[src/rtl/parking_slot_manager.sv]
// parking_slot_manager: controller for a 4-spot parking lot.
// It owns the occupancy register that feeds the first-free-spot encoder and
// consumes the encoder's location code. It services entry and exit requests
// and drives the gate. All outputs are registered.
//
// Handshake: enter_req / exit_req are level requests held by the requester
// until the matching 1-cycle ack pulse. After an ack the FSM parks in RELEASE
// until both requests are low, so a request still held after its ack is
// never serviced a second time.
module parking_slot_manager #(
  parameter int          GATE_CYCLES = 8,
  parameter logic [2:0]  FULL_CODE   = 3'd5
) (
  input  logic       clk,
  input  logic       rst_n,
  input  logic       enter_req,
  input  logic       exit_req,
  input  logic [1:0] exit_slot,
  input  logic [2:0] loc_code,
  output logic [3:0] occupancy,
  output logic       enter_ack,
  output logic       exit_ack,
  output logic       grant_valid,
  output logic [1:0] grant_slot,
  output logic       reject,
  output logic       exit_err,
  output logic       code_err,
  output logic       gate_open,
  output logic [2:0] free_count,
  output logic       full,
  output logic [7:0] entry_total,
  output logic [2:0] fsm_state
);

  typedef enum logic [2:0] {
    IDLE    = 3'd0,
    CHECK   = 3'd1,
    EXIT    = 3'd2,
    GATE    = 3'd3,
    RELEASE = 3'd4
  } state_t;

  state_t     state, state_nxt;
  logic [7:0] cnt, cnt_nxt;
  logic [3:0] occ_nxt;
  logic [1:0] gs_nxt;
  logic       eack_nxt, xack_nxt, gv_nxt, rej_nxt, xerr_nxt, cerr_nxt, gate_nxt;
  logic [7:0] tot_nxt;
  logic [2:0] fc_nxt;

  assign fsm_state = state;

  // Next-state and next-output logic; everything defaults to hold / no pulse.
  always_comb begin
    state_nxt = state;
    cnt_nxt   = cnt;
    occ_nxt   = occupancy;
    gs_nxt    = grant_slot;
    tot_nxt   = entry_total;
    cerr_nxt  = code_err;
    gate_nxt  = gate_open;
    eack_nxt  = 1'b0;
    xack_nxt  = 1'b0;
    gv_nxt    = 1'b0;
    rej_nxt   = 1'b0;
    xerr_nxt  = 1'b0;
    case (state)
      IDLE: begin
        // Exit wins when both requests are present.
        if (exit_req)       state_nxt = EXIT;
        else if (enter_req) state_nxt = CHECK;
      end
      CHECK: begin
        eack_nxt = 1'b1;
        if (loc_code[2] == 1'b0) begin
          occ_nxt[loc_code[1:0]] = 1'b1;
          gs_nxt    = loc_code[1:0];
          gv_nxt    = 1'b1;
          tot_nxt   = entry_total + 8'd1;
          cnt_nxt   = 8'(GATE_CYCLES);
          gate_nxt  = 1'b1;
          state_nxt = GATE;
        end else begin
          // Full lot or an illegal encoder code: refuse the car either way.
          rej_nxt = 1'b1;
          if (loc_code != FULL_CODE) cerr_nxt = 1'b1;
          state_nxt = RELEASE;
        end
      end
      EXIT: begin
        xack_nxt = 1'b1;
        if (occupancy[exit_slot]) begin
          occ_nxt[exit_slot] = 1'b0;
          cnt_nxt   = 8'(GATE_CYCLES);
          gate_nxt  = 1'b1;
          state_nxt = GATE;
        end else begin
          xerr_nxt  = 1'b1;
          state_nxt = RELEASE;
        end
      end
      GATE: begin
        // Counter was loaded with GATE_CYCLES together with gate_open=1, so
        // closing when it reads 1 keeps the gate open exactly GATE_CYCLES.
        if (cnt <= 8'd1) begin
          gate_nxt  = 1'b0;
          state_nxt = RELEASE;
        end else begin
          cnt_nxt = cnt - 8'd1;
        end
      end
      RELEASE: begin
        if (!enter_req && !exit_req) state_nxt = IDLE;
      end
      default: state_nxt = IDLE;
    endcase
  end

  // Free-spot count of the next occupancy so it updates with occupancy.
  always_comb begin
    fc_nxt = 3'd0;
    for (int i = 0; i < 4; i++) fc_nxt = fc_nxt + {2'b00, ~occ_nxt[i]};
  end

  // State and output registers.
  always_ff @(posedge clk or negedge rst_n) begin
    if (!rst_n) begin
      state       <= IDLE;
      cnt         <= 8'd0;
      occupancy   <= 4'd0;
      grant_slot  <= 2'd0;
      entry_total <= 8'd0;
      code_err    <= 1'b0;
      gate_open   <= 1'b0;
      enter_ack   <= 1'b0;
      exit_ack    <= 1'b0;
      grant_valid <= 1'b0;
      reject      <= 1'b0;
      exit_err    <= 1'b0;
      free_count  <= 3'd4;
      full        <= 1'b0;
    end else begin
      state       <= state_nxt;
      cnt         <= cnt_nxt;
      occupancy   <= occ_nxt;
      grant_slot  <= gs_nxt;
      entry_total <= tot_nxt;
      code_err    <= cerr_nxt;
      gate_open   <= gate_nxt;
      enter_ack   <= eack_nxt;
      exit_ack    <= xack_nxt;
      grant_valid <= gv_nxt;
      reject      <= rej_nxt;
      exit_err    <= xerr_nxt;
      free_count  <= fc_nxt;
      full        <= &occ_nxt;
    end
  end

endmodule

[config.mk]
export PLATFORM = sky130hd
export DESIGN_NAME = parking_slot_manager
export DESIGN_NICKNAME = d
export VERILOG_FILES = /design/src/rtl/parking_slot_manager.sv
export SDC_FILE = /design/constraint.sdc
export NUM_CORES = 1
export LEC_CHECK = 0
export BUFFER_PORTS_ARGS = -buffer_cell sky130_fd_sc_hd__buf_2
export CORE_MARGIN = 2
export CORE_UTILIZATION = 45
export DETAILED_ROUTE_END_ITERATION = 12
export GPL_TIMING_DRIVEN = 0
export HOLD_SLACK_MARGIN = 0.05
export MAX_ROUTING_LAYER = met4
export PLACE_DENSITY = 0.74
export SLEW_MARGIN = 20
export SYNTH_ARGS = -nofsm -noshare
export SYNTH_HDL_FRONTEND = slang
export SYNTH_SLANG_ARGS = --single-unit
[constraint.sdc]
create_clock -name clk -period 4.49 [get_ports clk]
set_clock_uncertainty 0.2 [all_clocks]
set_input_delay 0.898 -clock clk [delete_from_list [all_inputs] [get_ports clk]]
set_output_delay 0.898 -clock clk [all_outputs]
set_load 0.1 [all_outputs]
==> out/qor.yml <==
outcome:
  status: "complete, no violations"
global_routing:
  grt_util_all_layers_pct: 19.07
  grt_antenna_before_repair: 0
  grt_pass1_vias: 1318
  grt_first_pass_wirelength_mm: 6.099
  overflow: 0
  grt_max_degree: 37
floorplan:
  die_area_um2: 4349
  initial_core_util_pct: 46.81
  core_um2: 3689
  die_w_um: 65.95
  rows: 22
  io_pins: 37
  die_h_um: 65.95
critical_path:
  worst_path_max_delay_cell: "nor4b_1"
  worst-r2r-cell-count: 9
  crit_required_ps: 4460
  critPathLaunchType: "input pin"
  cp-end-kind: "register"
  critPathBufInv: 3
  timing.reg2reg.setup_slack_ps: 1360
  rr_endpoint: "free_count[1]"
  cp-startpoint: "loc_code[2]"
  slowest_delay_ps: 610
  cp_cell_sequence: "buf_2 > nor4b_1 > buf_2 > a21oi_1 > a21oi_1 > fa_1 > inv_1 > ha_1 > ha_1"
  worstSetupPathType: "in -> reg"
  cp_top_family: "adder cells"
  worstPathArrival_ps: 3210
  r2r_start: "fsm_state[1]"
  crit_fanout: 10
synthesis:
  async_reset_ff_share_pct: 100.0
  ys_top_cells_by_area: "dfrtp_1 51%, ha_1 4.3%, o41ai_1 3.0%"
  synth-edff-count: 0
  syn_nets: 179
  syn_area_per_cell_um2: 10.59
  synth_seq_cells: 36
  synth_area_um2: 1727
  synth_top_area_share_pct: 50.72
  ys_seq_area_share_pct: 52.25
  synthCells: 163
  synth.distinct_cells: 37
  synth_top_area_cell: "dfrtp_1"
  synth_flop_cell: "dfrtp_1"
  synth_warnings: 0
cells_and_area:
  layout-drive-gt1-share_pct: 25.60
  num_antenna_cells: 0
  syn_to_final_growth_pct: 20.14
  finalNonFillerCells: 255
  fillers: 359
  layout.nets: 222
  final_common_cell: "buf_2"
  final_cell_mix: "38 x buf_2, 35 x dfrtp_1, 10 x inv_1, 10 x nor2_1"
timing:
  tns_ps: 0
  fmax_mhz: 307.9
  setup_viol: 0
  finalHoldViolations: 0
  worstMarginPinSlew_ps: 774.3
  rsz0062_at_grt: "no"
  setup_slack_ps: 1242
  timing.final.crit_share_pct: 72.33
  relSlewSlack_pct: 48.38
  hold-worst-slack_ps: 253.2
  slew_violations: 0
  post-route-min-period_ps: 3248
run:
  cap_violations: 0
place:
  gp_congestion: 0.8397
  numPortBuffers: 36
  place_ws_ps: 929.1
  placed_cells: 247
  place_hpwl_mm: 2.579
routing:
  ant_nets: 0
  avgRoutedWirePerCell_um: 14.02
  drt-pass1-iter-count: 4
  num_vias: 1405
  route.detailed.drc: 0
  via_per_inst: 5.510
  totalWireLength_mm: 3.575
  drt-initial-drc-count: 87
clocking:
  cts_root_buf: "clkbuf_8"
  h-tree-depth: 2
  clkSinkCount: 36
  clk_path_buf_depth: 2
  cts_hold_buffers: 0
  cts_buffers: 5
  insertion_delay_ps: 290
  cts_tree: "done"
  cts_resized: 0
  postCtsSetupBuffers: 0
  path_clk_slew_ps: 60
hold_path:
  hold_path_depth: 1
  hold_end: "code_err"
  min-delay-start: "code_err"
  hp-class: "reg -> reg"
worst max-delay path by stage:
| stage | to | cells after the start |
|---|---|---|
| 3_3_place_gp | free_count[1] | 9 |
| 3_5_place_dp | free_count[1] | 9 |
| 6_report | free_count[1] | 9 |
| 2_1_floorplan | free_count[1] | 9 |
| 5_1_grt | free_count[1] | 9 |
| 4_1_cts | free_count[1] | 9 |
final cells by class:
| class | count | area, um^2 | area share (%) |
|---|---|---|---|
| multi-input cells | 111 | 762.0 | 36.73 |
| plain buffers | 6 | 25.02 | 1.206 |
| inverters | 10 | 37.54 | 1.809 |
| repair buffers | 36 | 180.2 | 8.685 |
| well taps | 48 | 60.06 | 2.895 |
| clock buffers | 6 | 72.57 | 3.498 |
| clock inverters | 2 | 35.03 | 1.689 |
| flip-flops and latches | 36 | 902.1 | 43.49 |
logic make-up (layout without fill, tap and decap cells):
family          after synthesis  after routing  share of synthesized area, %
compound gates               39             39                         15.22
xor+xnor                      7              7                         3.551
fa+ha+maj                     7              7                         5.507
buf+inv                      16             60                         3.623
flops                        36             36                         52.25
mux                           3              3                         2.609
simple gates                 55             55                         17.25
synthesized netlist by cell type (2+ instances only):
cell type  number
a211o_1         2
nand3_1         7
o22ai_1         3
nor3_1          9
buf_2           2
nand2b_1        4
nor2_1         10
dfrtp_1        35
a21oi_1         9
o41ai_1         6
clkbuf_1        4
nand4_1         3
or2_2           2
xnor2_1         6
ha_1            6
o21ai_0         5
a31oi_1         7
o22a_1          2
a221oi_1        2
and3_1          3
nand2_1         9
a21o_1          2
inv_1          10
mux2_2          2
routing by layer:
layer / vias to the layer above / share of wire, % / global-route usage, % / wire (um)
li1: 681 / - / - / -
met1: 680 / 45 / 24.86 / 1614
met2: 38 / 49 / 29.17 / 1752
met3: 6 / 4.3 / 4.600 / 155
met4: 0 / 1.5 / 7.143 / 52
met5: - / 0 / - / 0
metrics by stage:
stage / area (um^2) / util (%)
5_1_grt: 2074 / 56.24
6_report: 2074 / 56.24
3_3_place_gp: 1967 / 53.32
3_5_place_dp: 1967 / 53.32
2_1_floorplan: 1727 / -
4_1_cts: 2074 / 56.24
flip-flops by register name, indices dropped and copies added, names as in the netlist:
name and flops:
exit_ack 1, full 1, grant_valid 1, enter_ack 1
exit_err 1, gate_open 1, reject 1, code_err 1
grant_slot 2, free_count 3, fsm_state 3, occupancy 4
entry_total 8, cnt 8
Power is not shown: default switching activity piles up to over one toggle a cycle in this logic, so the estimate is an artifact.
